==> src/rtl/multimode_waveform_generator.sv <==
// -----------------------------------------------------------------------------
// multimode_waveform_generator
//
// Runtime-configurable waveform source for the R2R DAC path. Produces
// sawtooth-up, sawtooth-down, triangle and square waves as a WIDTH-bit code.
// Each output step lasts step_period clock cycles (0 behaves like 1).
//
// Handshake/flow: there is no valid/ready pair here. R2R_output is a
// free-running registered code. cycle_done is a single-cycle strobe that is
// aligned with the output code that starts the next waveform period.
//
// Optional build macro: WAVEGEN_AMPLITUDE_EN
//   defined   : adds the amplitude input. The output becomes
//               (code*(amplitude+1))>>WIDTH through one extra register stage.
//               R2R_output and cycle_done are both delayed one clock and stay
//               aligned with each other.
//   undefined : there is no amplitude port, and R2R_output is the raw code.
//
// Ports
//   clk          in   1             system clock, rising edge
//   reset        in   1             synchronous, active-high
//   enable       in   1             run generator; low holds the idle state
//   mode         in   2             00 saw-up, 01 saw-down, 10 triangle, 11 square
//   step_period  in   PERIOD_WIDTH  clk cycles per output step (0 treated as 1)
//   amplitude    in   WIDTH         output scale (WAVEGEN_AMPLITUDE_EN only)
//   R2R_output   out  WIDTH         DAC code, registered
//   cycle_done   out  1             1-clk pulse at each waveform period boundary
// -----------------------------------------------------------------------------
module multimode_waveform_generator #(
    parameter int WIDTH        = 8,
    parameter int PERIOD_WIDTH = 24
) (
    input  logic                    clk,
    input  logic                    reset,
    input  logic                    enable,
    input  logic [1:0]              mode,
    input  logic [PERIOD_WIDTH-1:0] step_period,
`ifdef WAVEGEN_AMPLITUDE_EN
    input  logic [WIDTH-1:0]        amplitude,
`endif
    output logic [WIDTH-1:0]        R2R_output,
    output logic                    cycle_done
);

    localparam logic [1:0] MODE_SAW_UP   = 2'b00;
    localparam logic [1:0] MODE_SAW_DOWN = 2'b01;
    localparam logic [1:0] MODE_TRIANGLE = 2'b10;
    localparam logic [1:0] MODE_SQUARE   = 2'b11;

    localparam logic DIR_UP   = 1'b0;
    localparam logic DIR_DOWN = 1'b1;

    localparam logic [WIDTH-1:0] MAX    = {WIDTH{1'b1}};
    localparam logic [WIDTH-1:0] MAX_M1 = MAX - 1'b1;
    localparam logic [WIDTH-1:0] ONE    = {{(WIDTH-1){1'b0}}, 1'b1};

    logic [PERIOD_WIDTH-1:0] cnt;
    logic [PERIOD_WIDTH-1:0] limit;
    logic [WIDTH-1:0]        phase;
    logic [WIDTH-1:0]        phase_nxt;
    logic                    dir;
    logic                    dir_nxt;
    logic [1:0]              mode_q;
    logic                    step;
    logic                    wrap;
    logic                    mode_change;
    logic [WIDTH-1:0]        code_q;
    logic                    done_q;

    // Map a phase value to the DAC code for a given mode. For saw-down the
    // phase still counts up. The code is its complement, so phase 0 gives MAX.
    function automatic logic [WIDTH-1:0] code_of(input logic [1:0]       m,
                                                 input logic [WIDTH-1:0] p);
        case (m)
            MODE_SAW_DOWN: code_of = MAX - p;
            MODE_SQUARE:   code_of = p[WIDTH-1] ? MAX : '0;
            default:       code_of = p;
        endcase
    endfunction

    // step_period is compared live. If the period is lowered below the
    // current count, a step is forced on the very next edge.
    assign limit       = (step_period == '0) ? '0 : step_period - 1'b1;
    assign step        = (cnt >= limit);
    assign mode_change = (mode != mode_q);

    always_comb begin
        phase_nxt = phase;
        dir_nxt   = dir;
        wrap      = 1'b0;
        if (step) begin
            if (mode_q == MODE_TRIANGLE) begin
                if (dir == DIR_UP) begin
                    phase_nxt = phase + 1'b1;
                    if (phase == MAX_M1) begin
                        dir_nxt = DIR_DOWN;
                    end
                end else begin
                    phase_nxt = phase - 1'b1;
                    // The 1->0 step closes a triangle period.
                    if (phase == ONE) begin
                        dir_nxt = DIR_UP;
                        wrap    = 1'b1;
                    end
                end
            end else begin
                // Saw-up, saw-down and square all use a wrapping ramp phase.
                phase_nxt = phase + 1'b1;
                wrap      = (phase == MAX);
            end
        end
    end

    always_ff @(posedge clk) begin
        if (reset || !enable) begin
            cnt    <= '0;
            phase  <= '0;
            dir    <= DIR_UP;
            mode_q <= mode;
            code_q <= '0;
            done_q <= 1'b0;
        end else if (mode_change) begin
            // Restart in the new mode. Any coincident step is dropped.
            cnt    <= '0;
            phase  <= '0;
            dir    <= DIR_UP;
            mode_q <= mode;
            code_q <= code_of(mode, '0);
            done_q <= 1'b0;
        end else begin
            cnt    <= step ? '0 : cnt + 1'b1;
            phase  <= phase_nxt;
            dir    <= dir_nxt;
            code_q <= code_of(mode_q, phase_nxt);
            done_q <= wrap;
        end
    end

`ifdef WAVEGEN_AMPLITUDE_EN
    logic [WIDTH:0]       amp_p1;
    logic [2*WIDTH-1:0]   product;

    assign amp_p1  = {1'b0, amplitude} + 1'b1;
    assign product = {{WIDTH{1'b0}}, code_q} * {{(WIDTH-1){1'b0}}, amp_p1};

    always_ff @(posedge clk) begin
        if (reset) begin
            R2R_output <= '0;
            cycle_done <= 1'b0;
        end else begin
            R2R_output <= product[2*WIDTH-1:WIDTH];
            cycle_done <= done_q;
        end
    end
`else
    assign R2R_output = code_q;
    assign cycle_done = done_q;
`endif

endmodule

==> config.mk <==
export PLATFORM = sky130hd
export DESIGN_NAME = multimode_waveform_generator
export DESIGN_NICKNAME = d
export VERILOG_FILES = /design/src/rtl/multimode_waveform_generator.sv
export SDC_FILE = /design/constraint.sdc
export NUM_CORES = 1
export LEC_CHECK = 0
export CAP_MARGIN = 25
export CORE_MARGIN = 8
export CORE_UTILIZATION = 51
export CTS_CLUSTER_SIZE = 8
export DETAILED_ROUTE_END_ITERATION = 10
export PLACE_DENSITY = 0.84
export SYNTH_ARGS = -nofsm -noshare
export SYNTH_HDL_FRONTEND = slang
export SYNTH_SLANG_ARGS = --single-unit
==> constraint.sdc <==
create_clock -name clk -period 7.89 [get_ports clk]
set_input_delay 1.9725 -clock clk [delete_from_list [all_inputs] [get_ports clk]]
set_output_delay 1.9725 -clock clk [all_outputs]
set_load 0.03 [all_outputs]
==> load_flow_metrics.sql, run 1 <==
INSERT INTO impl_metrics (metric_group, metric, value, unit) VALUES
('placed_design', 'gp_congestion', '0.905', ''),
('setup_path', 'worstPathBufferInverterCount', '1', ''),
('timing', 'fmaxAchievable', '0.150', 'GHz'),
('placed_design', 'place.detailed.instances', '484', ''),
('setup_path', 'timing.critical_path.depth', '13', ''),
('final_layout', 'final_layout_size_suffix_gt1_frac', '0.0552', ''),
('yosys', 'number_of_synthesized_flops_with_an_enable_pin', '2', ''),
('yosys', 'post_synth_inst_count', '383', ''),
('detailed_routing', 'drt-initial-drc-count', '169', ''),
('timing', 'tightest_slew', '765', 'ps'),
('detailed_routing', 'detail_route.wirelength', '7.03', 'mm'),
('cts', 'worst_setup_hold_path_clk_slew', '80', 'ps'),
('yosys', 'yosysWarnings', '0', ''),
('final_layout', 'layout-area-overhead-vs-synth', '16.1', '%'),
('detailed_routing', 'via_per_inst', '5.65', ''),
('cts', 'post_cts_resized', '0', ''),
('detailed_routing', 'drtAntennaViolNets', '0', ''),
('setup_path', 'sequence_of_cells_on_the_critical_path', 'clkdlybuf4s50_1, or4_1, nor4_1, nand3_1, nand2_1, ha_1, a21oi_1, o21ai_0, a221oi_1, o211ai_2, nor2_2, nand2_1, nor2_1', ''),
('cts', 'tritoncts', 'built', ''),
('global_route', 'grt_util_all_layers', '0.162', ''),
('floorplan', 'fp.dieArea', '0.00903', 'mm²'),
('yosys', 'synth_async_sr_flop_share', '0', ''),
('global_route', 'first_global_vias', '2749', ''),
('final_layout', 'layout.nets', '476', ''),
('yosys', 'synth.largest_area_cell', 'sky130_fd_sc_hd__dfxtp_1', ''),
('floorplan', 'chipWidth', '95.0', 'µm'),
('floorplan', 'floorplan.initialDensity', '0.532', ''),
('yosys', 'ys_seq_elements', '44', ''),
('setup_path', 'worst_r2r_startpoint', 'cnt[0]$_SDFF_PP0_', ''),
('setup_path', 'cp_common_cell', 'sky130_fd_sc_hd__nand2_1', ''),
('floorplan', 'io_pins', '38', ''),
('yosys', 'synth-seq-area-share', '0.283', ''),
('cts', 'cts_max_path_buffers', '2', ''),
('setup_path', 'cp_data_required_time', '8110', 'ps'),
('cts', 'post-cts-setup-buffers', '0', ''),
('cts', 'htreeDepth', '2', ''),
('timing', 'fin_ws', '1230', 'ps'),
('detailed_routing', 'route.detailed.drc', '0', ''),
('setup_path', 'reg2regPathDepth', '9', ''),
('cts', 'insertion_delay', '300', 'ps'),
('setup_path', 'slowest_stage', 'sky130_fd_sc_hd__or4_1', ''),
('cts', 'cts_inserted_buffers', '5', ''),
('power', 'irDropWorstVdd', '0.129', 'mV'),
('timing', 'setup_viol', '0', ''),
('timing', 'tcrit_tclk_final', '0.844', ''),
('power', 'power.density', '127', 'mW/mm²'),
('yosys', 'yosysUniqueCellTypes', '58', ''),
('outcome', 'outcome', 'completed', ''),
('placed_design', 'pre_cts_slack', '1000', 'ps'),
('global_route', 'largest_net_degree_at_the_start_of_global_routing', '24', ''),
('detailed_routing', 'routed_via_count', '2781', ''),
('timing', 'timing.setup.tns', '0', 'ps'),
('setup_path', 'timing.critical_path.arrival', '6880', 'ps'),
('cts', 'clockRootBuffer', 'sky130_fd_sc_hd__clkbuf_8', ''),
('setup_path', 'crit_family', 'simple AND/OR/NAND/NOR gates', ''),
('power', 'leakage', '1.53', 'nW'),
('timing', 'clock-skew-final', '12.9', 'ps'),
('setup_path', 'timing.reg2reg.setup_slack', '4860', 'ps'),
('global_route', 'antenna_found_initial', '0', ''),
('job', 'max-cap-violations', '0', ''),
('floorplan', 'row_count', '28', ''),
('yosys', 'synth_top_area_frac', '0.264', ''),
('final_layout', 'final_cells', '492', ''),
('yosys', 'netlist_area', '0.00318', 'mm²'),
('timing', 'final_hold_violations', '0', ''),
('placed_design', 'buffer_ports.inserted', '37', ''),
('yosys', 'ys_top_cells_by_area', 'sky130_fd_sc_hd__dfxtp_1, sky130_fd_sc_hd__ha_1, sky130_fd_sc_hd__xor2_1', ''),
('global_route', 'global_route.overflow_total', '0', ''),
('worst_hold_path', 'worst_min_path_class', 'reg2reg', ''),
('floorplan', 'design.core.area', '0.00599', 'mm²'),
('setup_path', 'worst_setup_endpoint', 'cnt[18]$_SDFF_PP0_', '');
## cells in the final DEF (no fill, tap or decap), types with 7 or more instances in the layout
| master | instances |
|---|---|
| sky130_fd_sc_hd__inv_1 | 9 |
| sky130_fd_sc_hd__xor2_1 | 30 |
| sky130_fd_sc_hd__o21ai_0 | 8 |
| sky130_fd_sc_hd__nand2_1 | 51 |
| sky130_fd_sc_hd__ha_1 | 31 |
| sky130_fd_sc_hd__dfxtp_1 | 42 |
| sky130_fd_sc_hd__nor4_1 | 7 |
| sky130_fd_sc_hd__nand3_1 | 21 |
| sky130_fd_sc_hd__nor3_1 | 10 |
| sky130_fd_sc_hd__a21oi_1 | 11 |
| sky130_fd_sc_hd__clkdlybuf4s50_1 | 37 |
| sky130_fd_sc_hd__and3_1 | 11 |
| sky130_fd_sc_hd__nor2_1 | 53 |
| sky130_fd_sc_hd__xnor2_1 | 24 |
## metal layers
| layer | vias to the layer above | part of all wire | global-route usage |
|---|---|---|---|
| li1 | 1406 | - | - |
| met1 | 1302 | 0.43 | 0.189 |
| met2 | 56 | 0.51 | 0.291 |
| met3 | 17 | 0.040 | 0.0299 |
| met4 | 0 | 0.018 | 0.0546 |
| met5 | - | 0 | 0 |
## cells by family (layout without fill, tap and decap cells)
logic type | count (synthesis) | count (layout) | synth area share
multiplexers | 6 | 6 | 0.0189
XOR/XNOR | 55 | 55 | 0.154
AND/OR/NAND/NOR | 181 | 181 | 0.275
AO/OA/AOI/OAI | 46 | 46 | 0.115
buffers and inverters | 20 | 54 | 0.0334
adder cells (fa/ha/maj) | 31 | 31 | 0.122
flip-flops | 44 | 44 | 0.283
## worst register-to-register path, cell delays in order, from the launching register on
cell                        delay [ps]
sky130_fd_sc_hd__dfxtp_1           390
sky130_fd_sc_hd__inv_1              60
sky130_fd_sc_hd__ha_1              270
sky130_fd_sc_hd__nand2b_1          140
sky130_fd_sc_hd__a2111oi_1         410
sky130_fd_sc_hd__or3_4             220
sky130_fd_sc_hd__a311oi_4          140
sky130_fd_sc_hd__nor2_2            450
sky130_fd_sc_hd__nand2_1           590
sky130_fd_sc_hd__nor2_1            260
## layout make-up
| class | count | area, µm² |
|---|---|---|
| Clock buffer | 6 | 82.6 |
| Multi-Input combinational cell | 319 | 2180 |
| Tap cell | 75 | 93.8 |
| Inverter | 9 | 33.8 |
| Timing Repair Buffer | 37 | 370 |
| Sequential cell | 44 | 901 |
| Fill cell | 515 | 2290 |
| Clock inverter | 2 | 38.8 |
## registers in the layout (all words and copies together), names as in the netlist
register and cells:
cycle_done 1, dir 1, phase 8, R2R_output 8
mode_q 2, cnt 24
## worst min path at each step
stage,from,end,slack [ps],cells past startpoint
after floorplan,cnt[0]$_SDFF_PP0_,cnt[0]$_SDFF_PP0_,430,1
after global placement,cnt[0]$_SDFF_PP0_,cnt[0]$_SDFF_PP0_,470,1
after global routing,cnt[0]$_SDFF_PP0_,cnt[0]$_SDFF_PP0_,500,1
after CTS,cnt[0]$_SDFF_PP0_,cnt[0]$_SDFF_PP0_,490,1
final,cnt[0]$_SDFF_PP0_,cnt[0]$_SDFF_PP0_,490,1
after detailed placement,cnt[0]$_SDFF_PP0_,cnt[0]$_SDFF_PP0_,470,1
## power by group
part | switching (mW) | internal, mW | total (mW) | leakage [nW]
clock network | 0.0784 | 0.104 | 0.182 | 0.0614
registers | 0.00225 | 0.226 | 0.228 | 0.360
logic | 0.0311 | 0.0297 | 0.0608 | 1.11
## metrics by stage
step	hold WS, ps	utilization	area [µm²]	power (mW)
finish	490	0.617	3700	0.471
CTS	495	0.617	3700	0.473
detailed placement	475	0.597	3580	0.294
global route	500	0.617	3700	0.489
floorplan	426	-	3180	0.267
global placement	474	0.597	3580	0.293
No activity file was read; power rests on OpenSTA's default activity.
==> run 2, diff against run 1 <==
PLACE_DENSITY = 0.87   (was 0.84)
clock period = 5.4 ns   (was 7.89 ns; I/O delays follow)
==> run 2 against run 1 <==
  * Clock power is 33% higher
  * Critical path depth up 5
  * Via count is 6.9% higher
  * Combinational power rose by 64%
  * Wire length increased by 9.5%
  * Final cell count rose by 5.1%
  * Register-to-register slack worse by 2200 ps
  * Sequential share of layout area down 1.7 points
  * Worst setup slack got worse by 1200 ps
  * Design area up 7.6%
  * Hold slack is essentially flat
  * Critical path type unchanged
  * Critical endpoint is now R2R_output[0]$_SDFF_PP0_
==> load_flow_metrics.sql, run 2 (same netlist as run 1, synthesis figures left out) <==
INSERT INTO impl_metrics (metric_group, metric, value, unit) VALUES
('detailed_routing', 'via_per_inst', '5.75', ''),
('detailed_routing', 'avgRoutedWirePerCell', '14.9', 'µm'),
('setup_path', 'critical_path.max_fanout', '5', ''),
('timing', 'setup_viol', '0', ''),
('timing', 'fmaxAchievable', '0.186', 'GHz'),
('timing', 'clock-skew-final', '13.4', 'ps'),
('setup_path', 'timing.critical_path.depth', '18', ''),
('global_route', 'grt_util_all_layers', '0.169', ''),
('cts', 'cts_inserted_buffers', '5', ''),
('setup_path', 'worstPathBufferInverterCount', '2', ''),
('setup_path', 'start_kind', 'primary input', ''),
('cts', 'insertion_delay', '300', 'ps'),
('setup_path', 'crit_path_max_incr_delay', '560', 'ps'),
('placed_design', 'placed_cell_area', '0.00376', 'mm²'),
('setup_path', 'crit_path_end_kind', 'register', ''),
('final_layout', 'most_common_library_cell_in_the_layout_ignoring_fill_and_taps', 'sky130_fd_sc_hd__nor2_1', ''),
('setup_path', 'worst_setup_endpoint', 'R2R_output[0]$_SDFF_PP0_', ''),
('timing', 'final.hold.worst_slack', '490', 'ps'),
('placed_design', 'post-dp-hpwl', '5.82', 'mm'),
('global_route', 'global_route.overflow_total', '0', ''),
('cts', 'postCtsHoldBufs', '0', ''),
('timing', 'fin_crit', '5380', 'ps'),
('setup_path', 'timing.reg2reg.setup_slack', '2650', 'ps'),
('outcome', 'outcome', 'completed', ''),
('global_route', 'largest_net_degree_at_the_start_of_global_routing', '24', ''),
('global_route', 'antenna_found_initial', '0', ''),
('detailed_routing', 'routed_via_count', '2974', ''),
('final_layout', 'fin_util', '0.664', ''),
('floorplan', 'fp.dieArea', '0.00903', 'mm²'),
('setup_path', 'crit_family', 'simple AND/OR/NAND/NOR gates', ''),
('floorplan', 'design.core.area', '0.00599', 'mm²'),
('cts', 'tritoncts', 'built', ''),
('detailed_routing', 'drt_pass1_iterations', '5', ''),
('timing', 'slew_violations', '0', ''),
('timing', 'slew-limit-headroom', '0.585', ''),
('placed_design', 'place.detailed.instances', '507', ''),
('final_layout', 'top_library_cells_by_usage_in_the_layout_fill_and_taps_aside', 'sky130_fd_sc_hd__nor2_1, sky130_fd_sc_hd__nand2_1, sky130_fd_sc_hd__dfxtp_1, sky130_fd_sc_hd__clkdlybuf4s50_1, sky130_fd_sc_hd__xor2_1', ''),
('setup_path', 'timing.critical_path.arrival', '5570', 'ps'),
('final_layout', 'final_area', '0.00398', 'mm²'),
('placed_design', 'gp_congestion', '0.933', ''),
('final_layout', 'largest_registers', 'cnt (24), R2R_output (8), phase (8)', ''),
('power', 'irDropWorstVdd', '0.195', 'mV'),
('final_layout', 'registers.top_by_ff_count', 'cnt', ''),
('floorplan', 'io_pins', '38', ''),
('setup_path', 'cp_data_required_time', '5600', 'ps'),
('placed_design', 'buffer_ports.inserted', '37', ''),
('floorplan', 'row_count', '28', ''),
('timing', 'tcrit_tclk_final', '0.996', ''),
('global_route', 'grt_first_pass_wirelength', '12.6', 'mm'),
('final_layout', 'layout-area-overhead-vs-synth', '24.9', '%'),
('final_layout', 'layout.nets', '501', ''),
('power', 'power.density', '170', 'mW/mm²'),
('setup_path', 'timing.setup.critical_path_class', 'in2reg', ''),
('final_layout', 'largest_register_ffs', '24', ''),
('setup_path', 'r2r_end', 'R2R_output[0]$_SDFF_PP0_', ''),
('global_route', 'first_global_vias', '2900', ''),
('power', 'leakage', '1.66', 'nW'),
('worst_hold_path', 'worst_min_path_class', 'reg2reg', ''),
('timing', 'tightest_slew', '621', 'ps'),
('floorplan', 'chipWidth', '95.0', 'µm'),
('detailed_routing', 'route.detailed.drc', '0', ''),
('floorplan', 'die_height', '95.0', 'µm'),
('cts', 'clockRootBuffer', 'sky130_fd_sc_hd__clkbuf_8', ''),
('setup_path', 'worstSetupStartpoint', 'step_period[9]', ''),
('setup_path', 'slowest_stage', 'sky130_fd_sc_hd__or4_4', ''),
('setup_path', 'sequence_of_cells_on_the_critical_path', 'clkdlybuf4s50_1, or4_4, nor3_4, nand3_1, or2_4, nor4_2, xor2_1, nand2_1, ha_1, nand2_1, nor3_4, buf_4, a221oi_2, o211ai_2, o221ai_2, xor2_2, o41ai_4, a211o_1', ''),
('final_layout', 'final_layout_size_suffix_gt1_frac', '0.133', ''),
('final_layout', 'antennaDiodeCount', '0', ''),
('cts', 'worst_setup_hold_path_clk_slew', '90', 'ps'),
('floorplan', 'floorplan.initialDensity', '0.532', ''),
('setup_path', 'reg2regPathDepth', '9', ''),
('setup_path', 'worst_r2r_startpoint', 'cnt[7]$_SDFF_PP0_', ''),
('final_layout', 'final_cells', '517', ''),
('detailed_routing', 'detail_route.wirelength', '7.70', 'mm'),
('job', 'max-cap-violations', '0', ''),
('timing', 'final_hold_violations', '0', ''),
('detailed_routing', 'drtAntennaViolNets', '0', ''),
('cts', 'htreeDepth', '2', ''),
('cts', 'cts_max_path_buffers', '2', ''),
('cts', 'tritoncts_num_sinks', '44', ''),
('detailed_routing', 'drt-initial-drc-count', '172', '');
==> run 2: changes by cell type in the layout (fill, tap and decap cells not counted), moves of 2 or more <==
cell                      change
sky130_fd_sc_hd__nor3_1       -3
sky130_fd_sc_hd__or2_4        +2
sky130_fd_sc_hd__or2_2        -2
sky130_fd_sc_hd__ha_1         -3
sky130_fd_sc_hd__o21ai_0      -2
sky130_fd_sc_hd__ha_4         +3
sky130_fd_sc_hd__o21ai_1      +2
sky130_fd_sc_hd__buf_4       +24
sky130_fd_sc_hd__nor3_4       +2
==> run 2: repair_timing <==
action,4_1_cts,5_1_grt
gates resized for setup,0,17
endpoints found under the setup margin,0,14
buffers inserted,0,2
==> run 2: worst min path at each step <==
stage	startpoint	to	slack, ps	cells past startpoint
floorplan	cnt[0]$_SDFF_PP0_	cnt[0]$_SDFF_PP0_	430	1
global placement	cnt[0]$_SDFF_PP0_	cnt[0]$_SDFF_PP0_	460	1
detailed placement	cnt[0]$_SDFF_PP0_	cnt[0]$_SDFF_PP0_	470	1
CTS	cnt[0]$_SDFF_PP0_	cnt[0]$_SDFF_PP0_	490	1
global route	cnt[0]$_SDFF_PP0_	cnt[0]$_SDFF_PP0_	500	1
finish	cnt[0]$_SDFF_PP0_	cnt[0]$_SDFF_PP0_	490	1
==> run 2: cell type report <==
cell class / instances / area (µm²)
clock buffers: 6 / 93.8
repair buffers: 62 / 571
flip-flops and latches: 44 / 901
clock inverters: 2 / 16.3
fillers: 461 / 2010
inverters: 9 / 33.8
multi-input cells: 319 / 2270
well taps: 75 / 93.8
==> run 2: power by group <==
part / internal (mW) / switching (mW)
clock: 0.121 / 0.121
sequential: 0.330 / 0.00328
combinational: 0.0500 / 0.0500
==> run 2: worst register-to-register path, stage by stage, from the launching register on <==
cell	delay, ps
sky130_fd_sc_hd__dfxtp_1	370
sky130_fd_sc_hd__ha_1	330
sky130_fd_sc_hd__and4_1	200
sky130_fd_sc_hd__o21ai_1	70
sky130_fd_sc_hd__or3_4	410
sky130_fd_sc_hd__a311oi_4	320
sky130_fd_sc_hd__o221ai_2	180
sky130_fd_sc_hd__xor2_2	370
sky130_fd_sc_hd__o41ai_4	140
sky130_fd_sc_hd__a211o_1	260
==> run 2: layer usage <==
layer / share of wire / GRT usage / routed length [µm]
met2: 0.51 / 0.300 / 3970
met4: 0.024 / 0.0585 / 185
met3: 0.038 / 0.0346 / 296
met1: 0.42 / 0.196 / 3250
met5: 0 / 0 / 0
==> run 2: stage by stage <==
step	total power, mW	setup slack [ps]	setup TNS, ps
2_1_floorplan	0.390	379	0
5_1_grt	0.704	-112	-624
6_report	0.675	23.2	0
4_1_cts	0.677	44.9	0
3_5_place_dp	0.437	-261	-3600
3_3_place_gp	0.433	-126	-581
==> run 3, diff against run 2 <==
CTS_BUF_LIST = sky130_fd_sc_hd__clkbuf_4 sky130_fd_sc_hd__clkbuf_8   (was default)
GPL_TIMING_DRIVEN = 0   (was default)
clock period = 4.84 ns   (was 5.4 ns; I/O delays follow)
==> run 3 against run 2 <==
  * The flow now finishes with violations (setup timing)
  * Sequential cell count is the same
  * Non-clock buffer count is 19 higher
  * Sequential share of layout area down 2.0 points
  * Core utilization grew 6.3 points
  * Count of clock-buffer cells in the layout stayed put
  * Combinational power increased by 24%
  * Clock power rose by 15%
  * Final cell count grew 3.5%
  * Sequential power grew 11%
  * Highest routed layer unchanged
==> load_flow_metrics.sql, run 3 (same netlist as run 1, synthesis figures left out) <==
INSERT INTO impl_metrics (metric_group, metric, value, unit) VALUES
('detailed_routing', 'drt-initial-drc-count', '226', ''),
('setup_path', 'cp_data_required_time', '5090', 'ps'),
('final_layout', 'most_common_library_cell_in_the_layout_ignoring_fill_and_taps', 'sky130_fd_sc_hd__nor2_1', ''),
('setup_path', 'worst_r2r_startpoint', 'cnt[6]$_SDFF_PP0_', ''),
('floorplan', 'floorplan.initialDensity', '0.532', ''),
('timing', 'fmaxAchievable', '0.204', 'GHz'),
('cts', 'cts_inserted_buffers', '5', ''),
('detailed_routing', 'drtAntennaViolNets', '0', ''),
('setup_path', 'crit_path_end_kind', 'register', ''),
('placed_design', 'buffer_ports.inserted', '37', ''),
('cts', 'cts_max_path_buffers', '2', ''),
('floorplan', 'fp.dieArea', '0.00903', 'mm²'),
('floorplan', 'design.core.area', '0.00599', 'mm²'),
('timing', 'timing.setup.tns', '-298', 'ps'),
('cts', 'postCtsHoldBufs', '0', ''),
('final_layout', 'register_area', '901', 'µm²'),
('final_layout', 'top_library_cells_by_usage_in_the_layout_fill_and_taps_aside', 'sky130_fd_sc_hd__nor2_1, sky130_fd_sc_hd__nand2_1, sky130_fd_sc_hd__dfxtp_1, sky130_fd_sc_hd__buf_4, sky130_fd_sc_hd__xor2_1', ''),
('global_route', 'first_global_vias', '3130', ''),
('global_route', 'grt_first_pass_wirelength', '14.2', 'mm'),
('final_layout', 'largest_register_ffs', '24', ''),
('floorplan', 'row_count', '28', ''),
('setup_path', 'timing.setup.critical_path_class', 'in2reg', ''),
('power', 'irDropWorstVdd', '0.192', 'mV'),
('final_layout', 'layout.nets', '520', ''),
('detailed_routing', 'detail_route.wirelength', '9.54', 'mm'),
('detailed_routing', 'drt_pass1_iterations', '5', ''),
('timing', 'fin_ws', '-65.1', 'ps'),
('cts', 'tritoncts_num_sinks', '44', ''),
('timing', 'tcrit_tclk_final', '1.01', ''),
('final_layout', 'filler_cell_count', '388', ''),
('setup_path', 'timing.critical_path.arrival', '5160', 'ps'),
('final_layout', 'antennaDiodeCount', '0', ''),
('placed_design', 'gp_congestion', '0.891', ''),
('cts', 'htreeDepth', '2', ''),
('worst_hold_path', 'worst_min_path_class', 'reg2reg', ''),
('global_route', 'global_route.overflow_total', '0', ''),
('outcome', 'outcome', 'finished, violations left', ''),
('cts', 'clockRootBuffer', 'sky130_fd_sc_hd__clkbuf_8', ''),
('final_layout', 'final_layout_size_suffix_gt1_frac', '0.220', ''),
('setup_path', 'start_kind', 'primary input', ''),
('floorplan', 'chipWidth', '95.0', 'µm'),
('global_route', 'largest_net_degree_at_the_start_of_global_routing', '14', ''),
('final_layout', 'layout-area-overhead-vs-synth', '36.7', '%'),
('final_layout', 'registers.top_by_ff_count', 'cnt', ''),
('floorplan', 'io_pins', '38', ''),
('cts', 'tritoncts', 'built', ''),
('worst_hold_path', 'min_from', 'cnt[0]$_SDFF_PP0_', ''),
('floorplan', 'die_height', '95.0', 'µm'),
('global_route', 'grt_util_all_layers', '0.196', ''),
('setup_path', 'timing.reg2reg.setup_slack', '2050', 'ps'),
('timing', 'fin_crit', '4910', 'ps'),
('job', 'max-cap-violations', '0', ''),
('timing', 'slew-limit-headroom', '0.618', ''),
('timing', 'final.hold.worst_slack', '510', 'ps'),
('power', 'power.density', '178', 'mW/mm²'),
('final_layout', 'multiInputGateArea', '0.00248', 'mm²'),
('power', 'leakage', '1.88', 'nW'),
('timing', 'setup_viol', '7', ''),
('placed_design', 'post-dp-hpwl', '5.67', 'mm'),
('detailed_routing', 'route.detailed.drc', '0', ''),
('outcome', 'violated_checks', 'setup timing', ''),
('setup_path', 'worstSetupStartpoint', 'step_period[8]', ''),
('timing', 'tightest_slew', '565', 'ps'),
('detailed_routing', 'avgRoutedWirePerCell', '17.8', 'µm'),
('cts', 'worst_setup_hold_path_clk_slew', '90', 'ps'),
('final_layout', 'largest_registers', 'cnt (24), R2R_output (8), phase (8)', ''),
('cts', 'insertion_delay', '300', 'ps'),
('timing', 'rsz0062_at_grt', 'true', ''),
('timing', 'slew_violations', '0', ''),
('power', 'totalPowerFinal', '0.774', 'mW'),
('setup_path', 'critical_path.max_fanout', '5', ''),
('timing', 'final_hold_violations', '0', ''),
('detailed_routing', 'via_per_inst', '5.97', ''),
('global_route', 'antenna_found_initial', '0', ''),
('timing', 'clock-skew-final', '15.2', 'ps'),
('detailed_routing', 'routed_via_count', '3196', '');
[run 3: cell types whose count changed in the layout (fill, tap and decap cells not counted), sizes merged]
| cell | change |
|---|---|
| buf | +14 |
| bufinv | +1 |
| clkbuf | +8 |
| clkdlybuf4s50 | -14 |
| clkinvlp | -1 |
| dlygate4sd2 | +6 |
| dlymetal6s2s | +5 |
| inv | -1 |
[run 3: worst max-delay path, cell delays in order]
cell	delay, ps
sky130_fd_sc_hd__buf_8	100
sky130_fd_sc_hd__or4_4	550
sky130_fd_sc_hd__nor3_4	220
sky130_fd_sc_hd__nand3_2	130
sky130_fd_sc_hd__or2_4	270
sky130_fd_sc_hd__buf_4	140
sky130_fd_sc_hd__nor3_1	160
sky130_fd_sc_hd__xor2_1	170
sky130_fd_sc_hd__nand2_1	90
sky130_fd_sc_hd__ha_1	290
sky130_fd_sc_hd__nand2_2	70
sky130_fd_sc_hd__nor3_4	250
sky130_fd_sc_hd__nand2_2	120
sky130_fd_sc_hd__a311oi_4	320
sky130_fd_sc_hd__o221ai_2	200
sky130_fd_sc_hd__xor2_4	210
sky130_fd_sc_hd__buf_12	150
sky130_fd_sc_hd__o41ai_4	340
sky130_fd_sc_hd__a211o_1	160
[run 3: power by group]
group / switching [mW] / internal, mW / total [mW]
registers: 0.00254 / 0.369 / 0.371
clock network: 0.122 / 0.157 / 0.279
logic: 0.0669 / 0.0567 / 0.124
total: 0.191 / 0.582 / 0.774
[run 3: cell type report]
| class | count | share of cell area |
|---|---|---|
| multi-input combinational | 319 | 0.570 |
| sequential | 44 | 0.207 |
| timing repair buffer | 70 | 0.145 |
| buffer | 11 | 0.0244 |
| tap | 75 | 0.0216 |
| clock buffer | 6 | 0.0175 |
| inverter | 9 | 0.00776 |
| clock inverter | 1 | 0.00690 |
[run 3: what timing repair did]
action                                  in CTS  in global routing
hold endpoints to repair                     0                  0
endpoints found under the setup margin      42                 42
pin swaps                                   27                 13
resized for setup                           48                 34
setup buffers                               22                 11
[run 3: path summary, 6_finish.rpt]
kind,endpoint,cells past startpoint
max,R2R_output[0]$_SDFF_PP0_,19
min,cnt[0]$_SDFF_PP0_,1
max reg2reg,R2R_output[0]$_SDFF_PP0_,10
min reg2reg,cnt[0]$_SDFF_PP0_,1
[run 3: layer usage]
layer  GRT usage  vias to the layer above  routed length (µm)
li1            -                     1495                   -
met1       0.216                     1534                3980
met2       0.348                      128                4830
met3      0.0401                       39                 440
met4       0.101                        0                 295
met5           0                        -                   0
[run 3: through the flow]
stage,utilization,cells,instance area (µm²),setup slack (ps)
finish,0.727,535,4350,-65.1
global route,0.727,535,4350,-141
CTS,0.696,524,4170,2.62
detailed placement,0.619,495,3710,-1180
global placement,0.619,495,3710,-984
floorplan,-,383,3240,-9.57
